### config.mk
export PLATFORM = sky130hd
export DESIGN_NAME = game_tick_scheduler
export DESIGN_NICKNAME = d
export VERILOG_FILES = /design/src/rtl/game_tick_scheduler.sv
export SDC_FILE = /design/constraint.sdc
export NUM_CORES = 1
export LEC_CHECK = 0
export ABC_AREA = 1
export BUFFER_PORTS_ARGS = -buffer_cell sky130_fd_sc_hd__buf_2
export CAP_MARGIN = 10
export CELL_PAD_IN_SITES_DETAIL_PLACEMENT = 1
export CELL_PAD_IN_SITES_GLOBAL_PLACEMENT = 1
export CORE_MARGIN = 3
export CORE_UTILIZATION = 44
export CTS_CLUSTER_DIAMETER = 60
export DETAILED_ROUTE_END_ITERATION = 6
export GPL_ROUTABILITY_DRIVEN = 1
export PLACE_DENSITY = 0.78
export SLEW_MARGIN = 10
export SYNTH_ARGS = -nofsm -noshare
export SYNTH_HDL_FRONTEND = slang
export SYNTH_SLANG_ARGS = --single-unit
### constraint.sdc
create_clock -name clk -period 2.7 [get_ports clk]
set_input_delay 0.54 -clock clk [delete_from_list [all_inputs] [get_ports clk]]
set_output_delay 0.54 -clock clk [all_outputs]
set_load 0.05 [all_outputs]
### src/rtl/game_tick_scheduler.sv
// game_tick_scheduler: central sequencer for the 16x16 flappy-bird playfield.
// Owns the game FSM (IDLE/READY/PLAY/PAUSE/OVER). Generates the single-cycle
// gravity, pipe-shift and pipe-spawn enables. Keeps the 0..999 score and
// shortens the pipe period as the score climbs.
// Optional feature: define GOD_MODE_EN to add a god_mode input. While god_mode
// is high, collisions are ignored in PLAY.
module game_tick_scheduler #(
  parameter int GRAV_DIV       = 768,
  parameter int PIPE_DIV_START = 1536,
  parameter int PIPE_DIV_MIN   = 512,
  parameter int SPEEDUP_STEP   = 128,
  parameter int SCORE_STEP     = 4,
  parameter int SPAWN_GAP      = 5,
  parameter int COUNTDOWN_CYC  = 3000
) (
  input  logic       clk,
  input  logic       reset,
  input  logic       start,
  input  logic       pause,
  input  logic       collision,
  input  logic       gate_pass,
`ifdef GOD_MODE_EN
  input  logic       god_mode,
`endif
  output logic       gravity_tick,
  output logic       pipe_tick,
  output logic       spawn_tick,
  output logic       field_clear,
  output logic       game_over,
  output logic [2:0] state,
  output logic [9:0] score
);

  localparam int GW  = $clog2(GRAV_DIV);
  localparam int PW  = $clog2(PIPE_DIV_START + 1);
  localparam int SW  = $clog2(SPAWN_GAP + 1);
  localparam int STW = $clog2(SCORE_STEP + 1);
  localparam int CW  = $clog2(COUNTDOWN_CYC + 1);

  localparam logic [GW-1:0]  GRAV_LAST   = GW'(GRAV_DIV - 1);
  localparam logic [SW-1:0]  SPAWN_LAST  = SW'(SPAWN_GAP - 1);
  localparam logic [STW-1:0] STEP_LAST   = STW'(SCORE_STEP - 1);
  localparam logic [CW-1:0]  CD_LAST     = CW'(COUNTDOWN_CYC - 1);
  localparam logic [31:0]    SPEED_FLOOR = 32'(PIPE_DIV_MIN + SPEEDUP_STEP);
  localparam logic [9:0]     SCORE_MAX   = 10'd999;

  typedef enum logic [2:0] {
    S_IDLE  = 3'd0,
    S_READY = 3'd1,
    S_PLAY  = 3'd2,
    S_PAUSE = 3'd3,
    S_OVER  = 3'd4
  } state_t;

  state_t           cur_state;
  logic [GW-1:0]    grav_cnt;
  logic [PW-1:0]    pipe_cnt;
  logic [PW-1:0]    pipe_period;
  logic [SW-1:0]    spawn_cnt;
  logic [STW-1:0]   step_cnt;
  logic [CW-1:0]    countdown;

  logic             hit;
  logic             load_ready;
  logic             play_run;
  logic             score_inc;
  logic             grav_wrap;
  logic             pipe_wrap;
  logic             spawn_wrap;
  logic [31:0]      period_wide;
  logic [PW-1:0]    next_period;

`ifdef GOD_MODE_EN
  assign hit = collision & ~god_mode;
`else
  assign hit = collision;
`endif

  assign state       = cur_state;
  assign load_ready  = start && (cur_state == S_IDLE || cur_state == S_OVER);
  assign play_run    = (cur_state == S_PLAY) && !hit && !pause;
  assign score_inc   = (cur_state == S_PLAY) && gate_pass && !hit && (score != SCORE_MAX);
  assign grav_wrap   = (grav_cnt == GRAV_LAST);
  assign pipe_wrap   = (pipe_cnt >= (pipe_period - PW'(1)));
  assign spawn_wrap  = (spawn_cnt == SPAWN_LAST);
  assign period_wide = 32'(pipe_period);
  assign next_period = (period_wide >= SPEED_FLOOR) ? (pipe_period - PW'(SPEEDUP_STEP))
                                                    : PW'(PIPE_DIV_MIN);

  // Game FSM with registered field_clear/game_over flags.
  always_ff @(posedge clk) begin
    if (reset) begin
      cur_state   <= S_IDLE;
      field_clear <= 1'b1;
      game_over   <= 1'b0;
    end else begin
      case (cur_state)
        S_IDLE: begin
          if (start) cur_state <= S_READY;
        end
        S_READY: begin
          if (countdown == '0) begin
            cur_state   <= S_PLAY;
            field_clear <= 1'b0;
          end
        end
        S_PLAY: begin
          if (hit) begin
            cur_state <= S_OVER;
            game_over <= 1'b1;
          end else if (pause) begin
            cur_state <= S_PAUSE;
          end
        end
        S_PAUSE: begin
          if (!pause) cur_state <= S_PLAY;
        end
        S_OVER: begin
          if (start) begin
            cur_state   <= S_READY;
            field_clear <= 1'b1;
            game_over   <= 1'b0;
          end
        end
        default: begin
          cur_state   <= S_IDLE;
          field_clear <= 1'b1;
          game_over   <= 1'b0;
        end
      endcase
    end
  end

  // READY countdown, loaded on every entry into READY.
  always_ff @(posedge clk) begin
    if (reset) begin
      countdown <= '0;
    end else if (load_ready) begin
      countdown <= CD_LAST;
    end else if (cur_state == S_READY && countdown != '0) begin
      countdown <= countdown - CW'(1);
    end
  end

  // Tick dividers: advance only while PLAY continues, so pause/over freeze the phase.
  always_ff @(posedge clk) begin
    if (reset || load_ready) begin
      grav_cnt     <= '0;
      pipe_cnt     <= '0;
      spawn_cnt    <= '0;
      gravity_tick <= 1'b0;
      pipe_tick    <= 1'b0;
      spawn_tick   <= 1'b0;
    end else begin
      gravity_tick <= 1'b0;
      pipe_tick    <= 1'b0;
      spawn_tick   <= 1'b0;
      if (play_run) begin
        if (grav_wrap) begin
          grav_cnt     <= '0;
          gravity_tick <= 1'b1;
        end else begin
          grav_cnt <= grav_cnt + GW'(1);
        end
        if (pipe_wrap) begin
          pipe_cnt  <= '0;
          pipe_tick <= 1'b1;
          if (spawn_wrap) begin
            spawn_cnt  <= '0;
            spawn_tick <= 1'b1;
          end else begin
            spawn_cnt <= spawn_cnt + SW'(1);
          end
        end else begin
          pipe_cnt <= pipe_cnt + PW'(1);
        end
      end
    end
  end

  // Score and speed ramp; step_cnt tracks the score modulo SCORE_STEP.
  always_ff @(posedge clk) begin
    if (reset || load_ready) begin
      score       <= '0;
      step_cnt    <= '0;
      pipe_period <= PW'(PIPE_DIV_START);
    end else if (score_inc) begin
      score <= score + 10'd1;
      if (step_cnt == STEP_LAST) begin
        step_cnt    <= '0;
        pipe_period <= next_period;
      end else begin
        step_cnt <= step_cnt + STW'(1);
      end
    end
  end

endmodule

Yosys cells after proc, flatten, opt, wreduce, memory -nomap -nowiden
Cells that the tools add are included.
- output and inout bits: 18
- register bits: 68
- word-level logic and storage cells: 90
- $add $sub $neg: 8
- muxes and demuxes: 22
- eq/ne operators: 14
- reductions and logical operators: 26
- magnitude comparators: 2
- bitwise logic cells: 4
- operators by type and width (kind ; count):
    $mux W12 ; 2
    $mux W11 ; 2
    $mux W3 ; 7
    $add A10 B1 Y10 const B ; 2
    $logic_not A12 Y1 ; 1
    $pmux W3 S4 ; 1
    $reduce_bool A12 Y1 ; 1
    $sub A12 B1 Y12 const B ; 1
    $add A11 B1 Y11 const B ; 1
    $ge A11 B10 Y1 const B ; 1
    $ge A11 B11 Y1 ; 1
    $sub A11 B1 Y11 const B ; 1
    $sub A11 B8 Y11 const B ; 1
    $eq A10 B10 Y1 const B ; 1
    $mux W10 ; 1
    $ne A10 B10 Y1 const B ; 1
    $eq A3 B2 Y1 const B ; 3
    $reduce_or A3 Y1 ; 3
    $ne A2 B2 Y1 const B ; 4
    $logic_and A1 B1 Y1 ; 7
    $mux W1 ; 7
    $add A3 B1 Y3 const B ; 2
    $eq A3 B3 Y1 const B ; 2
    $pmux W1 S3 ; 2
    other kinds (12) ; 21

Depth between registers and ports, before layout
Gate-level depths: netlist (run 1).
- depth after elaboration: 5
- depth in mapped cells: 12

Worst setup path after synthesis (run 1)
No wires, ideal clock.
- kind: register -> register
- start point: reg pipe_period[7]
- end point: reg pipe_cnt[7]
- stages on the path, launching flop included: 13
- library setup time: 78 ps
- buffers on the path: 1
- data arrival time: 1816 ps
- slack: 807 ps
- cell sequence: dfxtp_1 > inv_1 > ha_1 > xnor2_1 > ha_1 > nand2_1 > a21oi_1 > nor2_1 > nand3_1 > nand2_1 > nand2_1 > buf_4 > nor3_1
- word-level cells in the longest chain between the ends: 3
- ends and longest elaborated chain (what ; line ; RTL):
    start: declaration ; 58 ; logic [PW-1:0] pipe_period;
    start signal: assignment ; 186 ; pipe_period <= PW'(PIPE_DIV_START);
    start signal: assignment ; 191 ; pipe_period <= next_period;
    $sub A11 B1 Y11 ; 84 ; assign pipe_wrap = (pipe_cnt >= (pipe_period - PW'(1)));
    $ge A11 B11 Y1 ; 84 ;
    $mux W11 ; 165 ; if (pipe_wrap) begin
    end signal: assignment ; 175 ; pipe_cnt <= pipe_cnt + PW'(1);
    end: declaration ; 57 ; logic [PW-1:0] pipe_cnt;
Every way passes these cells.
A chain may end at the register's enable or synchronous reset.

Worst setup path after layout (run 1)
- start point: reg pipe_period[7]
- end point: reg spawn_cnt[1]
- word-level cells in the longest chain between the ends: 3
- ends and longest elaborated chain (what ; line ; RTL):
    $sub A11 B1 Y11 ; 84 ;
    $ge A11 B11 Y1 ; 84 ;
    $reduce_and A2 Y1 (no source line) ; n/a ;
    end signal: assignment ; 172 ; spawn_cnt <= spawn_cnt + SW'(1);
    end: declaration ; 59 ; logic [SW-1:0] spawn_cnt;
Every way passes these cells.

==> run_results.csv, run 1 <==
group,metric,value,unit
outcome,status,"finished, final reports clean",
power_and_ir_drop,p_per_area,785,mW/mm^2
grt,overflow,0,
clocking,cts_max_path_buffers,2,
worst_setup_path,end_kind,"register",
yosys,synth_top_cell_by_area,"dfxtp_1",
hold_path,hp-class,"reg -> reg",
power_and_ir_drop,p_clk_share,27.5,%
power_and_ir_drop,power_frac_seq,37.1,%
routing,vias,3102,
placement,dpl.cell_count,601,
clocking,cts.sinks,61,
worst_setup_path,cp_slowest_cell,"dfxtp_1",
cells_and_area,final_core_util,50.7,%
routing,via_per_inst,5.05,
sta,min_period_over_period,84.9,%
cells_and_area,layout_commonest_cell,"nand2_1",
worst_setup_path,path_common_cell,"nand2_1",
worst_setup_path,crit_path_max_incr_delay,0.38,ns
clocking,ctsHoldBuffers,0,
yosys,synthCells,489,
grt,grt_max_degree,20,
clocking,cts_tree,"built",
clocking,insertion_delay,0.34,ns
grt,grtUsageTotal,20.7,%
clocking,cts_made_buffers,9,
placement,place_area,0.00355,sq mm
sta,tightest_slew,0.396,ns
power_and_ir_drop,p_int,1.76,mW
cells_and_area,layout.nets,533,
yosys,synth_top_cell_area_share,35.8,%
yosys,ys_seq_elements,61,
sta,whs,0.464,ns
grt,grt_pass1_wl,14500,um
clocking,postCtsSetupBuffers,0,
floorplanning,core-area,0.00737,sq mm
cells_and_area,drive_above_1_share,12.2,%
routing,ant_nets,0,
yosys,synth_flop_cell,"dfxtp_1",
floorplanning,dieArea,0.00884,sq mm
routing,wl_per_cell,13.4,um
yosys,netlist_top_cells_area,"dfxtp_1 (36%), nand2_1 (13%), nor2_1 (7.8%)",
power_and_ir_drop,ir_drop,0.320,mV
floorplanning,io_pins,24,
worst_setup_path,critPathTopFamily,"simple AND/OR/NAND/NOR gates",
yosys,syn_area_per_cell,6.97,sq um
sta,hold_viol_final,0,
worst_setup_path,worst_ep_arrival_time,2.50,ns
sta,fin_ws,0.407,ns
flow_run,maxCapViolCount,0,
grt,antenna_found_initial,0,
sta,drv_slew,0,
worst_setup_path,critical_path_required,2.91,ns
yosys,seq_area_frac_synth,35.8,%
placement,port_buffers,23,
yosys,syn_nets,509,
routing,wirelength,8230,um
sta,finalSetupViolCount,0,
placement,routabilityCongestion,0.760,
power_and_ir_drop,power,2.93,mW
power_and_ir_drop,leakage,1.66,nW
cells_and_area,fin_area,0.00374,sq mm
placement,dp_slack,0.386,ns
power_and_ir_drop,p_comb_share,35.4,%
yosys,async_reset_ff_share,0,%
worst_setup_path,setup.worst_path.class,"reg -> reg",
sta,period_needed,2.29,ns
placement,dp_hpwl,6150,um
floorplanning,die_h,94.0,um
cells_and_area,layout_common_cells,"nand2_1 (118), nor2_1 (71), dfxtp_1 (61), inv_1 (59), nand3_1 (40)",
routing,drtPass1Iterations,4,
sta,rsz0062_at_grt,"no",
power_and_ir_drop,p_sw,1.17,mW
yosys,synth.distinct_cells,33,
sta,clock.fmax,436,MHz
cells_and_area,final_cells,614,
routing,route.detailed.drc,0,
worst_setup_path,cp-start-kind,"register",
floorplanning,start_util,46.2,%
yosys,synth_area,0.00341,sq mm
yosys,ys_warn_count,0,
power_and_ir_drop,switching_share,39.9,%
sta,relSlewSlack,73.5,%
clocking,ctsResizeCount,0,
clocking,ctsRootBufferMaster,"clkbuf_8",
worst_setup_path,path_max_fanout,12,
grt,first_global_vias,3223,
floorplanning,die_width,94.0,um
worst_setup_path,path_cells,"inv_1 -> ha_1 -> xnor2_1 -> ha_1 -> nand2_1 -> nor2_1 -> nand3_1 -> nand3_1 -> nand2_1 -> nand2_1 -> o21ai_0",
cells_and_area,antennaDiodeCount,0,
routing,drt_iter0_drc,69,
clocking,htree_num_levels,3,
sta,setup_tns,0,ns
floorplanning,rows,31,
clocking,clkSlewWorstSetupHoldPaths,0.06,ns
cells_and_area,syn_to_final_growth,9.65,%
sta,finalClockSkew,0.0121,ns
worst_setup_path,path_buf_inv,1,
yosys,synth_edf_count,0,
==> sequential cells by signal, indices dropped and copies added, names as in the netlist, 3 cells and up <==
register / flops
countdown: 12
pipe_cnt: 11
grav_cnt: 10
score: 10
pipe_period: 4
spawn_cnt: 3
state: 3
step_cnt: 3
==> cells in the mapped netlist, types with 6 or more instances <==
library cell  count
nand3_1          40
nor3_1           10
nand2_1         118
a21oi_1          25
nor2_1           71
inv_1            59
o21ai_0           8
ha_1             14
dfxtp_1          61
xor2_1           16
nor2_2            6
nand4_1           6
==> path summary, 6_finish.rpt <==
kind	from	to	slack, ns	depth (start not counted)
worst max-delay path	pipe_period[7]	spawn_cnt[1]	0.41	11
worst min-delay path	step_cnt[2]	step_cnt[2]	0.46	2
worst max register to register	pipe_period[7]	spawn_cnt[1]	0.41	11
worst min register to register	step_cnt[2]	step_cnt[2]	0.46	2
==> logic make-up (layout without fill, tap and decap cells) <==
group / count (synthesis) / in the layout / synth area share [%]
xor gates and xnor gates: 21 / 21 / 5.40
AOI/OAI and AO/OA: 50 / 50 / 8.77
adders and majority gates: 14 / 14 / 5.14
and+or+nand+nor: 269 / 269 / 35.0
DFF: 61 / 61 / 35.8
buffers and inverters: 74 / 100 / 9.88
==> worst reg2reg max path: stages (launching register included) <==
cell	delay, ns
dfxtp_1	0.38
inv_1	0.11
ha_1	0.23
xnor2_1	0.15
ha_1	0.28
nand2_1	0.07
nor2_1	0.10
nand3_1	0.09
nand3_1	0.16
nand2_1	0.12
nand2_1	0.33
o21ai_0	0.13
==> metal layers <==
layer	up-vias	routed length (um)	track usage, %
li1	1589	-	-
met1	1474	3620	23.7
met2	27	4270	38.0
met3	12	181	3.21
met4	0	159	8.18
met5	-	0	0
==> area by class of cell <==
cell class / instances / area, sq um
clock inverters: 2 / 35.0
repair buffers: 23 / 115
well taps: 99 / 124
inverters: 64 / 240
clock buffers: 11 / 151
multi-input cells: 354 / 1850
fillers: 990 / 3630
flip-flops and latches: 61 / 1220
==> power by group through the flow <==
| stage | registers (mW) | clock network [mW] | logic (mW) |
|---|---|---|---|
| global route | 1.10 | 0.872 | 1.19 |
| floorplan | 1.16 | 0 | 0.809 |
| finish | 1.09 | 0.805 | 1.04 |
| CTS | 1.09 | 0.830 | 1.05 |
| global placement | 1.10 | 0 | 1.00 |
| detailed placement | 1.11 | 0 | 1.04 |
No activity file was read; power rests on OpenSTA's default activity.
==> inputs of run 2 (changes only) <==
--- a/config.mk
+++ b/config.mk
@@ -5,17 +5,17 @@
 export SDC_FILE = /design/constraint.sdc
 export NUM_CORES = 1
 export LEC_CHECK = 0
-export ABC_AREA = 1
+export ABC_AREA = 0
 export BUFFER_PORTS_ARGS = -buffer_cell sky130_fd_sc_hd__buf_2
 export CAP_MARGIN = 10
 export CELL_PAD_IN_SITES_DETAIL_PLACEMENT = 1
 export CELL_PAD_IN_SITES_GLOBAL_PLACEMENT = 1
 export CORE_MARGIN = 3
-export CORE_UTILIZATION = 44
+export CORE_UTILIZATION = 45
 export CTS_CLUSTER_DIAMETER = 60
 export DETAILED_ROUTE_END_ITERATION = 6
 export GPL_ROUTABILITY_DRIVEN = 1
-export PLACE_DENSITY = 0.78
+export PLACE_DENSITY = 0.76
 export SLEW_MARGIN = 10
 export SYNTH_ARGS = -nofsm -noshare
 export SYNTH_HDL_FRONTEND = slang
==> constraint.sdc (replaced) <==
create_clock -name clk -period 2.15 [get_ports clk]
set_input_delay 0.43 -clock clk [delete_from_list [all_inputs] [get_ports clk]]
set_output_delay 0.43 -clock clk [all_outputs]
set_load 0.05 [all_outputs]
==> run 2 against run 1 <==
  * The run now ends with setup timing left
  * Die area decreased by 8.7%
  * Area after synthesis decreased by 7.2%
  * Flip-flop and latch count unchanged
  * Worst setup slack got worse by 0.48 ns
  * Combinational power decreased by 7%
  * Clock power increased by 28%
  * Final area increased by 5.2%
  * Count of clock-buffer cells in the layout unchanged
  * Core utilization increased by 9.1 points
  * Maximum frequency increased by 3.2%
  * Register-to-register slack got worse by 0.48 ns
  * Power increased by 13%
  * Largest cell class unchanged
  * Largest power group unchanged
==> run_results.csv, run 2 <==
group,metric,value,unit
hold_path,hp-class,"reg -> reg",
yosys,yosysMostFrequentCell,"dfxtp_1",
yosys,synth-xor-area-share,4.71,%
yosys,syn_nets,386,
sta,period_needed,2.22,ns
worst_setup_path,path_max_fanout,3,
grt,antenna_found_initial,0,
placement,dp_hpwl,6040,um
clocking,cts_max_path_buffers,2,
worst_setup_path,worst_ep_arrival_time,2.50,ns
sta,hold_viol_final,0,
cells_and_area,layout.nets,441,
yosys,synth_top_family_by_area,"simple AND/OR/NAND/NOR gates",
grt,first_global_vias,2998,
cells_and_area,syn_to_final_growth,24.2,%
clocking,htree_num_levels,3,
cells_and_area,final_core_util,59.8,%
routing,drt_iter0_drc,78,
grt,grt_pass1_wl,14500,um
placement,port_buffers,23,
clocking,insertion_delay,0.34,ns
floorplanning,rows,29,
cells_and_area,antennaDiodeCount,0,
sta,fin_ws,-0.0717,ns
cells_and_area,final_cells,519,
yosys,seq_area_frac_synth,38.6,%
routing,ant_nets,0,
cells_and_area,drive_above_1_share,24.6,%
flow_run,maxCapViolCount,0,
power_and_ir_drop,leakage,1.41,nW
yosys,synth_area,0.00316,sq mm
outcome,violations,"setup timing",
sta,tightest_slew,0.655,ns
power_and_ir_drop,ir_drop,0.600,mV
yosys,synth_top_cell_by_area,"dfxtp_1",
clocking,ctsRootBufferMaster,"clkbuf_8",
yosys,netlist_top_cells_area,"dfxtp_1 (39%), ha_1 (5.5%), a21oi_1 (4.6%)",
cells_and_area,fin_area,0.00393,sq mm
yosys,syn_area_per_cell,8.64,sq um
sta,relSlewSlack,56.3,%
floorplanning,start_util,48.2,%
routing,wirelength,9090,um
cells_and_area,layout_commonest_cell,"dfxtp_1",
yosys,synth.distinct_cells,57,
yosys,synth_compound_area_share,19.5,%
placement,routabilityCongestion,0.801,
placement,place_area,0.00360,sq mm
clocking,cts_tree,"built",
floorplanning,die_h,89.8,um
cells_and_area,layout_common_cells,"dfxtp_1 (54), buf_4 (36), a21oi_1 (29), buf_2 (23)",
floorplanning,core-area,0.00657,sq mm
outcome,status,"complete, but fails checks",
yosys,synth_mux_area_share,0.949,%
worst_setup_path,setup.worst_path.class,"reg -> reg",
yosys,synth_commonest_cells,"dfxtp_1 (61), a21oi_1 (29), nand2_1 (20), nor3_1 (20), o21ai_0 (18)",
worst_setup_path,cp-start-kind,"register",
floorplanning,die_width,89.8,um
routing,wl_per_cell,17.5,um
power_and_ir_drop,p_per_area,841,mW/mm^2
yosys,synth_top_cell_area_share,38.6,%
yosys,synth-simple-area-share,26.7,%
yosys,synth_flop_cell,"dfxtp_1",
yosys,synthCells,366,
yosys,ys_seq_elements,61,
floorplanning,io_pins,24,
routing,via_per_inst,5.84,
yosys,async_reset_ff_share,0,%
sta,finalSetupViolCount,2,
grt,grtUsageTotal,21.5,%
routing,route.detailed.drc,0,
grt,grt_max_degree,19,
yosys,ys_warn_count,0,
cells_and_area,largestRegisters,"countdown x12, pipe_cnt x11",
sta,setup_tns,-0.0755,ns
sta,min_period_over_period,103,%
yosys,synth_edf_count,0,
placement,dpl.cell_count,499,
floorplanning,dieArea,0.00807,sq mm
yosys,synthAdderAreaFrac,5.54,%
clocking,clkSlewWorstSetupHoldPaths,0.07,ns
clocking,cts_made_buffers,9,
sta,drv_slew,0,
routing,drtPass1Iterations,4,
sta,rsz0062_at_grt,"yes",
routing,vias,3032,
power_and_ir_drop,power,3.31,mW
sta,finalClockSkew,0.00921,ns
clocking,cts.sinks,61,
cells_and_area,top_register,"countdown",
worst_setup_path,end_kind,"register",
sta,clock.fmax,450,MHz
grt,overflow,0,
worst_setup_path,critical_path_required,2.42,ns
cells_and_area,largest_register_ff_count,12,
-- run 2: changes by cell type in the layout (fill, tap and decap cells not counted), moves of 14 or more --
cell / previous run / this run
nor2_1: 71 / 13
buf_4: 0 / 36
or3_1: 0 / 14
inv_1: 59 / 12
nand3_1: 40 / 15
nand2_1: 118 / 19
-- run 2: kinds of logic (layout without fill, tap and decap cells) --
logic type | after synthesis | in the layout
and+or+nand+nor | 145 | 145
AOI/OAI and AO/OA | 95 | 95
DFF | 61 | 61
buffers and inverters | 31 | 91
xor gates and xnor gates | 17 | 17
adders and majority gates | 14 | 14
muxes | 3 | 3
-- run 2: report_power, final --
| part | leakage, nW | switching, mW | internal [mW] | total [mW] |
|---|---|---|---|---|
| clock network | 0.103 | 0.470 | 0.560 | 1.03 |
| logic | 0.807 | 0.585 | 0.378 | 0.964 |
| registers | 0.499 | 0.0855 | 1.23 | 1.31 |
-- run 2: final cells by class --
class / count / area, sq um
multi-input cells: 274 / 1900
well taps: 93 / 116
clock inverters: 5 / 50.0
flip-flops and latches: 61 / 1240
clock buffers: 11 / 141
fillers: 793 / 2640
inverters: 14 / 52.6
repair buffers: 61 / 430
-- run 2: routing by layer --
metal  GRT usage, %  part of all wire (%)
met4           7.28                   1.3
met5              0                     0
met2           36.3                    51
met1           28.2                    46
met3           3.26                   1.9
-- run 2: path summary, 6_finish.rpt --
kind                  end      startpoint  slack (ns)  cells after the start
max          spawn_cnt[1]  pipe_period[7]       -0.07                      8
min           step_cnt[2]     step_cnt[2]        0.44                      2
max reg2reg  spawn_cnt[1]  pipe_period[7]       -0.07                      8
min reg2reg   step_cnt[2]     step_cnt[2]        0.44                      2
-- run 2: metrics by stage --
step,hold slack [ns],setup slack [ns]
floorplan,0.407,-0.0737
finish,0.436,-0.0717
global route,0.468,-0.143
CTS,0.430,0.00270
detailed placement,0.428,-0.103
global placement,0.420,-0.0907
-- run 2: critical path: stages, from the launching register on --
cell,delay [ns]
dfxtp_4,0.38
inv_2,0.06
ha_2,0.20
xnor2_1,0.13
ha_1,0.35
nand3_1,0.13
nand3_1,0.14
o21ai_0,0.53
mux2i_1,0.23
-- run 2: repair_timing --
| item | 4_1_cts | 5_1_grt |
|---|---|---|
| endpoints found under the setup margin | 16 | 20 |
| hold buffers | 0 | 0 |
| buffers inserted | 0 | 3 |
| pin swaps | 0 | 5 |
| gates cloned | 0 | 1 |
| resized for setup | 5 | 14 |
